[src/rtl/alu_seq_pkg.sv]
// Shared definitions for the ALU op sequencer.
//   - default data / rotate-amount widths
//   - command op-codes carried on cmd_op
//   - FSM state encoding
package alu_seq_pkg;

  localparam int ALU_DATA_W  = 8;
  localparam int ALU_SHAMT_W = 3;

  localparam logic [1:0] OP_LOAD = 2'b00;
  localparam logic [1:0] OP_ADD  = 2'b01;
  localparam logic [1:0] OP_ROL  = 2'b10;
  localparam logic [1:0] OP_READ = 2'b11;

  typedef enum logic [1:0] {
    ST_IDLE = 2'b00,
    ST_EXEC = 2'b01,
    ST_RESP = 2'b10
  } state_e;

endpackage

[src/rtl/alu_rol_unit.sv]
// Combinational rotate-left of a DATA_W word by shamt_i positions.
// The sequencer ties shamt_i to 1 for the iterative build, so synthesis
// reduces this to a single-step rotate; the barrel build feeds the full
// amount.
// Ports:
//   a_i      in   DATA_W   word to rotate
//   shamt_i  in   SHAMT_W  rotate amount (0 returns a_i unchanged)
//   y_o      out  DATA_W   rotated word
module alu_rol_unit #(
  parameter int DATA_W  = 8,
  parameter int SHAMT_W = 3
) (
  input  logic [DATA_W-1:0]  a_i,
  input  logic [SHAMT_W-1:0] shamt_i,
  output logic [DATA_W-1:0]  y_o
);

  // Output bit i takes input bit (i - shamt) mod DATA_W. The SHAMT_W-bit
  // subtraction wraps for free because DATA_W == 2**SHAMT_W, and no shift
  // by (DATA_W - shamt) is ever formed, so shamt == 0 needs no special case.
  always_comb begin
    y_o = '0;
    for (int i = 0; i < DATA_W; i++) begin
      y_o[i] = a_i[SHAMT_W'(i) - shamt_i];
    end
  end

endmodule

[src/rtl/alu_op_sequencer.sv]
// Command-driven controller for the shared add / rotate-left datapath.
// Holds accumulator A, accepts one command at a time on a valid/ready port
// and returns the new A on a valid/ready response port.
// Ports:
//   clk        in   1        clock
//   rst_n      in   1        asynchronous active-low reset
//   cmd_valid  in   1        command present
//   cmd_ready  out  1        high only in IDLE (registered)
//   cmd_op     in   2        00 LOAD, 01 ADD, 10 ROL, 11 READ
//   cmd_data   in   DATA_W   operand; ROL uses the low SHAMT_W bits
//   rsp_valid  out  1        result present, held until taken
//   rsp_ready  in   1        result consumed
//   rsp_data   out  DATA_W   value of A after the command
//   rsp_carry  out  1        ADD carry-out, 0 otherwise
//   busy       out  1        high in EXEC or RESP
//
// state   | meaning
// IDLE    | waiting for a command, cmd_ready high
// EXEC    | iterative rotate, one bit per cycle, counter counts down
// RESP    | response held on rsp_* until rsp_ready
module alu_op_sequencer
  import alu_seq_pkg::*;
#(
  parameter int DATA_W  = ALU_DATA_W,
  parameter int SHAMT_W = ALU_SHAMT_W,
  parameter int BARREL  = 0
) (
  input  logic              clk,
  input  logic              rst_n,
  input  logic              cmd_valid,
  output logic              cmd_ready,
  input  logic [1:0]        cmd_op,
  input  logic [DATA_W-1:0] cmd_data,
  output logic              rsp_valid,
  input  logic              rsp_ready,
  output logic [DATA_W-1:0] rsp_data,
  output logic              rsp_carry,
  output logic              busy
);

  state_e              state_q;
  logic [DATA_W-1:0]   a_q;
  logic [SHAMT_W-1:0]  cnt_q;
  logic                cmd_ready_q;
  logic                rsp_valid_q;
  logic [DATA_W-1:0]   rsp_data_q;
  logic                rsp_carry_q;
  logic                busy_q;

  logic [SHAMT_W-1:0]  rol_k;
  logic [SHAMT_W-1:0]  rol_amt;
  logic [DATA_W-1:0]   rol_y;
  logic [DATA_W:0]     sum;
  logic [DATA_W-1:0]   a_d;
  logic                carry_d;
  logic                go_exec;

  assign rol_k   = cmd_data[SHAMT_W-1:0];
  // Iterative build always steps by one; barrel build rotates the full amount
  // in the accept cycle and never enters EXEC.
  assign rol_amt = (BARREL != 0) ? rol_k : SHAMT_W'(1);

  alu_rol_unit #(
    .DATA_W  (DATA_W),
    .SHAMT_W (SHAMT_W)
  ) u_rol (
    .a_i     (a_q),
    .shamt_i (rol_amt),
    .y_o     (rol_y)
  );

  // Result of the command presented in IDLE, used only on accept.
  always_comb begin
    sum     = {1'b0, a_q} + {1'b0, cmd_data};
    a_d     = a_q;
    carry_d = 1'b0;
    go_exec = 1'b0;
    case (cmd_op)
      OP_LOAD: a_d = cmd_data;
      OP_ADD:  {carry_d, a_d} = sum;
      OP_ROL: begin
        if (BARREL != 0) begin
          a_d = rol_y;
        end else if (rol_k != '0) begin
          go_exec = 1'b1;
        end
      end
      default: a_d = a_q;
    endcase
  end

  always_ff @(posedge clk or negedge rst_n) begin
    if (!rst_n) begin
      state_q     <= ST_IDLE;
      a_q         <= '0;
      cnt_q       <= '0;
      cmd_ready_q <= 1'b0;
      rsp_valid_q <= 1'b0;
      rsp_data_q  <= '0;
      rsp_carry_q <= 1'b0;
      busy_q      <= 1'b0;
    end else begin
      case (state_q)
        ST_IDLE: begin
          // cmd_ready is held low through reset and rises one cycle after.
          cmd_ready_q <= 1'b1;
          if (cmd_valid && cmd_ready_q) begin
            cmd_ready_q <= 1'b0;
            busy_q      <= 1'b1;
            a_q         <= a_d;
            if (go_exec) begin
              state_q <= ST_EXEC;
              cnt_q   <= rol_k;
            end else begin
              state_q     <= ST_RESP;
              rsp_valid_q <= 1'b1;
              rsp_data_q  <= a_d;
              rsp_carry_q <= carry_d;
            end
          end
        end
        ST_EXEC: begin
          a_q   <= rol_y;
          cnt_q <= cnt_q - 1'b1;
          if (cnt_q == SHAMT_W'(1)) begin
            state_q     <= ST_RESP;
            rsp_valid_q <= 1'b1;
            rsp_data_q  <= rol_y;
            rsp_carry_q <= 1'b0;
          end
        end
        ST_RESP: begin
          if (rsp_ready) begin
            state_q     <= ST_IDLE;
            rsp_valid_q <= 1'b0;
            busy_q      <= 1'b0;
            cmd_ready_q <= 1'b1;
          end
        end
        default: begin
          state_q     <= ST_IDLE;
          rsp_valid_q <= 1'b0;
          busy_q      <= 1'b0;
          cmd_ready_q <= 1'b0;
        end
      endcase
    end
  end

  assign cmd_ready = cmd_ready_q;
  assign rsp_valid = rsp_valid_q;
  assign rsp_data  = rsp_data_q;
  assign rsp_carry = rsp_carry_q;
  assign busy      = busy_q;

endmodule

[config.mk]
export PLATFORM = sky130hd
export DESIGN_NAME = alu_op_sequencer
export DESIGN_NICKNAME = d
export VERILOG_FILES = /design/src/rtl/alu_seq_pkg.sv /design/src/rtl/alu_rol_unit.sv /design/src/rtl/alu_op_sequencer.sv
export SDC_FILE = /design/constraint.sdc
export NUM_CORES = 1
export LEC_CHECK = 0
export CORE_UTILIZATION = 50
export DETAILED_ROUTE_END_ITERATION = 12
export PLACE_DENSITY_LB_ADDON = 0.25
export SYNTH_ARGS = -nofsm -noshare
export SYNTH_HDL_FRONTEND = slang
export SYNTH_SLANG_ARGS = --single-unit
export TNS_END_PERCENT = 100
[constraint.sdc]
create_clock -name clk -period 2.1 [get_ports clk]
set_clock_uncertainty 0.05 [all_clocks]
set_input_delay 0.42 -clock clk [delete_from_list [all_inputs] [get_ports clk]]
set_output_delay 0.42 -clock clk [all_outputs]
set_load 0.02 [all_outputs]
Word-level counts from Yosys, hierarchy flattened. Index checks and enable logic that the tools add are counted.

Logic and storage cells: 65. Input port bits: 14. Output and inout port bits: 12. Register bits after elaboration: 25.

Add/subtract/negate cells: 2. Equality and inequality tests: 10. Mux-type cells: 32. Reductions and logical operators: 12. Bitwise logic cells: 1.

Operators with widths (number): one-hot mux 8 bit (2 select lines) (3); 2-to-1 mux 8 bit (4); 2-to-1 mux 1 bit (13); != test 2 bit, second input constant (5); adder 8 x 8 -> 9 bit (1); one-hot mux 1 bit (3 select lines) (3); AND reduction 3 bit (3); 2-to-1 mux 2 bit (4); AND reduction 4 bit (2); 2-to-1 mux 3 bit (2); one-hot mux 2 bit (3 select lines) (1); one-hot mux 3 bit (2 select lines) (1); == test 2 x 1 -> 1 bit, second input constant (2); == test 2 bit, second input constant (2); zero test 2 bit (2); AND reduction 2 bit (2); == test 3 x 1 -> 1 bit, second input constant (1); nonzero test 3 bit (1); subtractor 3 x 1 -> 3 bit, second input constant (1); one-hot mux 1 bit (2 select lines) (1); nonzero test 2 bit (1); logical AND 1 bit (1); NOT 1 bit (1).

Longest topological paths before layout. Gate-level depths: netlist of the first run.

Word-level depth: 6. Gate-level depth with buffers: 8. Mapped depth without buffers: 7.

Modules after synthesis. A second synthesis of the first run with hierarchy kept.

Cell total of the unflattened synthesis: 228. Area, all modules: 2175.8 um2.

By module, submodules not included: alu_op_sequencer (instances 1, cells each 191, sequential area each 625.6 um2, area an instance 1742.9 um2); alu_rol_unit (instances 1, cells each 37, sequential area each 0.0 um2, area an instance 432.9 um2).

Least setup slack after synthesis of the first run. Ideal clock, no wire load.

Path kind: input port to flip-flop. Start point: input port cmd_data[0]. End point: register rsp_data_q[6], in the netlist rsp_data[6]. Buffers on the path: 0. Cell stages on the path: 7. Arrival: 1.781 ns. Required time: 1.922 ns. Slack: 0.141 ns. Setup time: 0.128 ns. Cells stage by stage: ha_1 fa_1 a21oi_1 o21ai_0 mux2i_1 a21oi_1 mux2_1.

Longest elaborated chain between the ends: 5. Elaborated cells on any way between the ends: 10. Those cells by class: 1 x add/sub; 1 x eq/ne; 6 x mux; 2 x reduce/logical.

Ends and longest elaborated chain: start, declared (RTL line alu_op_sequencer.sv:33) `input logic [DATA_W-1:0] cmd_data,`; adder 8 x 8 -> 9 bit or nonzero test 3 bit (tied branches) (RTL line alu_op_sequencer.sv:74, alu_op_sequencer.sv:84); one-hot mux 8 bit (2 select lines) or 2-to-1 mux 1 bit (tied branches) (RTL line alu_op_sequencer.sv:78, alu_op_sequencer.sv:84); 2-to-1 mux 8 bit or 2-to-1 mux 1 bit (tied branches) (RTL line alu_op_sequencer.sv:111, alu_op_sequencer.sv:78); 2-to-1 mux 8 bit or != test 2 bit (tied branches); one-hot mux 8 bit (2 select lines) or AND reduction 4 bit (tied branches); end signal, assigned (RTL line alu_op_sequencer.sv:128) `rsp_data_q <= rol_y;`; end, declared (RTL line alu_op_sequencer.sv:46) `logic [DATA_W-1:0] rsp_data_q;`.

Parallel ways exist; a longest one is shown, timed or not. The select of a mux whose other input is x is not followed. A chain may end at the register's enable or synchronous reset.

Worst setup path after layout of the first run.
Start point: register a_q[1]. End point: register a_q[5].

Longest elaborated chain between the ends: 4.

Ends and longest elaborated chain: start, declared (RTL line alu_op_sequencer.sv:42) `logic [DATA_W-1:0] a_q;`; start signal, assigned (RTL line alu_op_sequencer.sv:123) `a_q <= rol_y;`; adder 8 x 8 -> 9 bit (RTL line alu_op_sequencer.sv:74) `sum = {1'b0, a_q} + {1'b0, cmd_data};`; one-hot mux 8 bit (2 select lines) (RTL line alu_op_sequencer.sv:78) `case (cmd_op)`; 2-to-1 mux 8 bit (RTL line alu_op_sequencer.sv:107) `if (cmd_valid && cmd_ready_q) begin`; one-hot mux 8 bit (2 select lines) (RTL line alu_op_sequencer.sv:103) `case (state_q)`.

No other way between the ends. The select of a mux whose other input is x is not followed.

==> results of run 1 <==
## stage by stage
step             util  instance area (µm²)  power [mW]  cells   TNS (ns)
4_1_cts        0.7169                 2225       2.890    281          0
6_report       0.7355                 2282       3.012    281          0
3_5_place_dp   0.6976                 2165       2.609    277     -6.688
3_3_place_gp   0.6976                 2165       2.526    277     -5.478
2_1_floorplan       -                 1672       1.931    187          0
5_1_grt        0.7355                 2282       3.245    281  -0.002884
## logic make-up after synthesis
kind of cell | after synthesis | share of synthesized area
AND/OR/NAND/NOR | 63 | 0.1774
AO/OA/AOI/OAI | 53 | 0.1969
flip-flops | 25 | 0.3743
multiplexers | 18 | 0.1160
buffers and inverters | 15 | 0.03817
adder cells (fa/ha/maj) | 11 | 0.08683
XOR/XNOR | 2 | 0.01048
## worst max-delay path by stage
stage                       startpoint                      end  slack [ns]  depth (start not counted)
detailed placement         cmd_data[0]  rsp_data[6]$_DFFE_PN0P_       -0.48                          8
global placement           cmd_data[0]  rsp_data[6]$_DFFE_PN0P_       -0.43                          8
finish              a_q[1]$_DFFE_PN0P_       a_q[5]$_DFFE_PN0P_        0.08                          6
CTS                        cmd_data[0]       a_q[5]$_DFFE_PN0P_        0.01                          7
global route        a_q[0]$_DFFE_PN0P_  rsp_data[6]$_DFFE_PN0P_      -0.003                          7
floorplan                  cmd_data[0]  rsp_data[6]$_DFFE_PN0P_        0.14                          7
## state kept, by name (all words and copies together) (netlist names)
signal     cells
rsp_data       8
rsp_carry      1
cmd_ready      1
state_q        2
busy           1
a_q            8
cnt_q          3
rsp_valid      1
## layout by cell type, fill, tap and decap left out, drive strengths merged, types with 3 or more instances in the layout
master,instances
inv,5
nand2b,3
clkdlybuf4s50,20
dlygate4sd2,3
nor2b,3
nand2,24
nor2,17
a211oi,4
buf,31
a21oi,14
dfrtp,25
nor3,3
nand3,5
ha,10
o31ai,4
clkbuf,3
mux2i,7
o21ai,18
mux2,11
## area by class of cell
class                           count  area share
Inverter                            5    0.008224
Clock inverter                      1    0.002193
Multi-Input combinational cell    147      0.4682
Clock buffer                        3    0.009868
Sequential cell                    25      0.2752
Tap cell                           44     0.02412
Timing Repair Buffer               56      0.2122
## metal layers
| metal | wire, µm | track usage |
|---|---|---|
| met5 | 0 | 0 |
| met2 | 2324 | 0.4635 |
| met4 | 100 | 0.1229 |
| met3 | 234 | 0.06277 |
| met1 | 1847 | 0.3056 |
## cell usage after synthesis (2+ instances only)
cell       n
dfrtp_1   25
nand2_1   24
o21ai_0   17
nor2_1    16
a21oi_1   14
ha_1      10
mux2_2     9
mux2i_1    7
buf_2      6
inv_1      5
a211oi_1   4
nand3_1    4
o31ai_1    4
clkbuf_1   3
nand2b_1   3
nor2b_1    3
nor3_1     3
a221oi_1   2
and3b_1    2
mux2_1     2
## power groups by stage
stage	clock network, mW	logic (mW)	registers (mW)
after floorplan	0	0.940	0.991
after global placement	0	1.63	0.899
after detailed placement	0	1.69	0.920
after CTS	0.228	1.74	0.923
after global routing	0.247	2.03	0.968
final	0.222	1.85	0.937
## worst register-to-register path, stage by stage, from the launching register on
cell      delay, ns
dfrtp_2        0.47
ha_1           0.29
a211oi_1       0.09
o31a_1         0.32
or4_1          0.41
a31oi_1        0.17
mux2_2         0.17
## repair_timing
action                                 CTS  global route
pin swaps                                5             4
resized for setup                        9            13
hold buffers                             0             0
endpoints found under the hold margin    0             0
setup endpoints to repair                9            10
==> results.cfg, run 1 <==
[worst_setup_path]
cp_data_required_time_ns = 2.32
cpMaxStageDelayCell = dfrtp_2
path_max_fanout = 5
crit_chain = ha_1, a211oi_1, o31a_1, or4_1, a31oi_1, mux2_2
r2r_slack_ns = 0.08
worst_setup_path_start_kind = flip-flop
reg2reg_to = a_q[5]$_DFFE_PN0P_
critPathKind = reg -> reg
cpLargestDelayFamily = compound AO/OA/AOI/OAI gates
reg2reg_depth = 6
arrival_ns = 2.25
cpPeakStageDelay_ns = 0.47
critical_path_buf_inv_count = 0
r2r_start = a_q[1]$_DFFE_PN0P_
crit_path_end_kind = flip-flop

[timing]
hold_viol = 0
worst_slack_ns = 0.07617
hold_ws_ns = 0.3768
clock.fmax_mhz = 494.1
slew_headroom = 0.6207
slew_violations = 0
period_minus_slack_ns = 2.024
setup_violations = 0
min_period_over_period = 0.9637
tightest_slew_ns = 0.5689

[floorplan]
die_h_um = 59.82
io_pins = 26
row_count = 20
start_util = 0.5387
die_w_um = 59.82
die_area_um2 = 3578
core-area_um2 = 3103

[pwr]
leakage_nw = 1.030
p_per_area_nw_per_um2 = 1320
vdd_drop_max_mv = 0.7996
clock_power_share = 0.074
power_frac_seq = 0.311
p_int_mw = 1.721
swShare = 0.4287
comb_power_share = 0.615
switching_power_mw = 1.291

[yosys]
synth_seq_area_share = 0.3743
synthArstFlopShare = 1.000
yosys_most_used_dff = dfrtp_1
synth.distinct_cells = 44
synth_top_area_cell = dfrtp_1
syn-instance-count = 187
synth.area.top_cells = dfrtp_1, ha_1, mux2_2
syn_area_um2 = 1672
synth_nets = 212
synth_warnings = 0
synth_top_area_share = 0.3743
avgSynthCellArea_um2 = 8.939
ys_ff_latch = 25
synth_edf_count = 0

[clock_tree]
clkSinkCount = 25
cts_tree = done
clk_path_buf_depth = 2
cts_setup_buffers = 0
cts.clk_slew.worst_paths_ns = 0.15
ctsHtreeMaxLevel = 1
clk_latency_ns = 0.33
cts-root-buf = clkbuf_4
numCtsBuffers = 3

[layout]
fillers = 254
area_growth_pct = 36.53
diodes = 0
nNetsFinal = 263
drive_gt1_frac = 0.2532
multi_input_area_um2 = 1069
seq_area_um2 = 628.1

[grt]
overflow = 0
grt_pass1_vias = 1641
track_usage = 0.2659
antenna_found_initial = 0
grt_first_pass_wirelength_mm = 7.113
grt_start_max_net_pins = 26

[detailed_routing]
drc = 0
drt-initial-drc-count = 76
vias = 1654
wire_per_inst_um = 16.04
drtAntennaViolNets = 0
viasPerCell = 5.886
drt_wl_total_mm = 4.506
drt_pass1_iterations = 5

[place]
gp_congestion = 1.063
io_buffers = 25
place_ws_ns = -0.4764
place_hpwl_mm = 3.198

[job]
maxCapViolCount = 0

[status]
status = completed

[worst_hold_path]
hp-class = in -> async
Power figures use the tool's default switching activity.
==> run 2, diff against run 1 <==
- ABC_AREA: unset -> 1
- CELL_PAD_IN_SITES_DETAIL_PLACEMENT: unset -> 1
- CELL_PAD_IN_SITES_GLOBAL_PLACEMENT: unset -> 2
- CORE_UTILIZATION: 50 -> 31
- SLEW_MARGIN: unset -> 20
==> run 2 against run 1 <==
Net effect:
- flip-flop and latch count did not move
- synthesized cell count increased by 21%
- via count decreased by 0.24%
- cell count is 23% higher
- register-to-register slack improved by 0.20 ns
- combinational power down 5%
- sequential power shrank 7.0%
- hold slack improved by 0.062 ns
- critical endpoint is now rsp_data[4]$_DFFE_PN0P_
==> results.cfg, run 2 <==
[yosys]
synth.area.top_cells = dfrtp_1, nand2_1, nand3_1
ys_ff_latch = 25
synth_warnings = 0
synth.most_common_cell = nand2_1
synth_top_area_cell = dfrtp_1
ys_top_cells_by_count = nand2_1, nand3_1, dfrtp_1
syn_area_um2 = 1699
avgSynthCellArea_um2 = 7.485
synth_top_area_share = 0.3682
synth.distinct_cells = 31
synth_seq_area_share = 0.3682
synthArstFlopShare = 1.000
syn-instance-count = 227
synth_edf_count = 0
synth_nets = 252
yosys_most_used_dff = dfrtp_1

[detailed_routing]
viasPerCell = 4.755
drc = 0
drt_wl_total_mm = 4.602
drtAntennaViolNets = 0
wire_per_inst_um = 13.26
drt-initial-drc-count = 59
vias = 1650
drt_pass1_iterations = 4

[timing]
period_minus_slack_ns = 1.921
min_period_over_period = 0.9149
slew_violations = 0
worst_slack_ns = 0.1786
hold_viol = 0
clock.fmax_mhz = 520.5
tightest_slew_ns = 0.3937
slew_headroom = 0.7372
setup_violations = 0
hold_ws_ns = 0.4387
rsz0062_at_grt = no

[layout]
fillers = 664
final_core_util = 0.4320
area_growth_pct = 32.33
final_cell_mix = nand2_1, nand3_1, buf_4
final_cell_area_um2 = 2248
drive_gt1_frac = 0.1913
nNetsFinal = 303
final_common_cell = nand2_1
diodes = 0
layout.cells.non_filler = 347

[worst_setup_path]
critPathKind = in -> reg
cp_data_required_time_ns = 2.21
crit_path_end_kind = flip-flop
arrival_ns = 2.03
worst_setup_path_start_kind = input port
path_max_fanout = 3

[status]
status = completed

[floorplan]
io_pins = 26
die_area_um2 = 5781
start_util = 0.3264
die_h_um = 76.04
row_count = 26
core-area_um2 = 5205
die_w_um = 76.04

[clock_tree]
clk_latency_ns = 0.27
clk_path_buf_depth = 2
numCtsBuffers = 3
cts.clk_slew.worst_paths_ns = 0.09
clkSinkCount = 25
cts_tree = done
cts-root-buf = clkbuf_8
ctsHtreeMaxLevel = 1

[grt]
grt_start_max_net_pins = 26
track_usage = 0.1745
grt_first_pass_wirelength_mm = 8.031
antenna_found_initial = 0
grt_pass1_vias = 1775
overflow = 0

[pwr]
leakage_nw = 1.136
vdd_drop_max_mv = 0.5115
p_per_area_nw_per_um2 = 1294

[place]
place_ws_ns = -0.2858
place_area_um2 = 2187
gp_congestion = 0.7614
dp_cells = 342
io_buffers = 25
place_hpwl_mm = 3.751

[worst_hold_path]
hp-class = reg -> reg

[job]
maxCapViolCount = 0
[run 2: cells by family after synthesis]
kind of cell             Yosys count  synth area share
AO/OA/AOI/OAI                     34            0.1200
multiplexers                       2           0.01252
AND/OR/NAND/NOR                  128            0.3417
flip-flops                        25            0.3682
adder cells (fa/ha/maj)           11           0.08542
buffers and inverters             27           0.07217
[run 2: worst max-delay path, cell delays in order]
cell,delay (ns)
clkdlybuf4s50_1,0.49
fa_2,0.43
nand2_1,0.08
nand3_1,0.07
or2_2,0.28
nand3_1,0.07
nand2_1,0.06
nand3_1,0.08
nand2_1,0.05
[run 2: timing repair]
| action | in CTS | in global routing |
|---|---|---|
| hold buffers | 0 | 0 |
| setup buffers | 0 | 1 |
| cloned | 0 | 0 |
| endpoints found under the setup margin | 1 | 5 |
| gates resized for setup | 1 | 2 |
| pin swaps | 0 | 0 |
[run 2: worst paths after layout]
path                                          from                 endpoint  slack [ns]  cells past startpoint
setup reg to reg                a_q[0]$_DFFE_PN0P_  rsp_data[4]$_DFFE_PN0P_        0.28                      9
hold reg to reg            rsp_data[0]$_DFFE_PN0P_  rsp_data[0]$_DFFE_PN0P_        0.44                      2
setup / recovery                       cmd_data[1]  rsp_data[4]$_DFFE_PN0P_        0.18                      9
min in group asynchronous                    rst_n       a_q[5]$_DFFE_PN0P_        0.47                      2
max in group asynchronous                    rst_n       a_q[1]$_DFFE_PN0P_        1.27                      2
hold / removal             rsp_data[0]$_DFFE_PN0P_  rsp_data[0]$_DFFE_PN0P_        0.44                      2
[run 2: area by class of cell]
cell class	count	area, µm²	share of cell area
clock inverters	1	5.005	0.002226
flip-flops and latches	25	625.6	0.2782
well taps	70	87.58	0.03895
multi-input cells	175	955.9	0.4252
inverters	22	85.08	0.03784
repair buffers	51	447.9	0.1992
clock buffers	3	41.29	0.01836
[run 2: metrics by stage]
| stage | setup TNS [ns] | total power, mW |
|---|---|---|
| after global placement | -2.152 | 2.621 |
| after floorplan | 0 | 1.981 |
| after CTS | 0 | 2.964 |
| after global routing | 0 | 3.212 |
| after detailed placement | -2.404 | 2.661 |
| final | 0 | 2.910 |
[run 2: where the power goes]
group	internal (mW)	switching, mW
Sequential	0.695	0.176
Clock	0.133	0.153
Combinational	0.791	0.963
[run 2: metal layers]
layer  part of all wire  track usage  vias up  wire, µm
met5                  0            0        -         0
met4             0.0087      0.05000        0        40
met3              0.020      0.02395        4        94
met2               0.51       0.3273       16      2349
met1               0.46       0.2057      782      2117
li1                   -            -      848         -
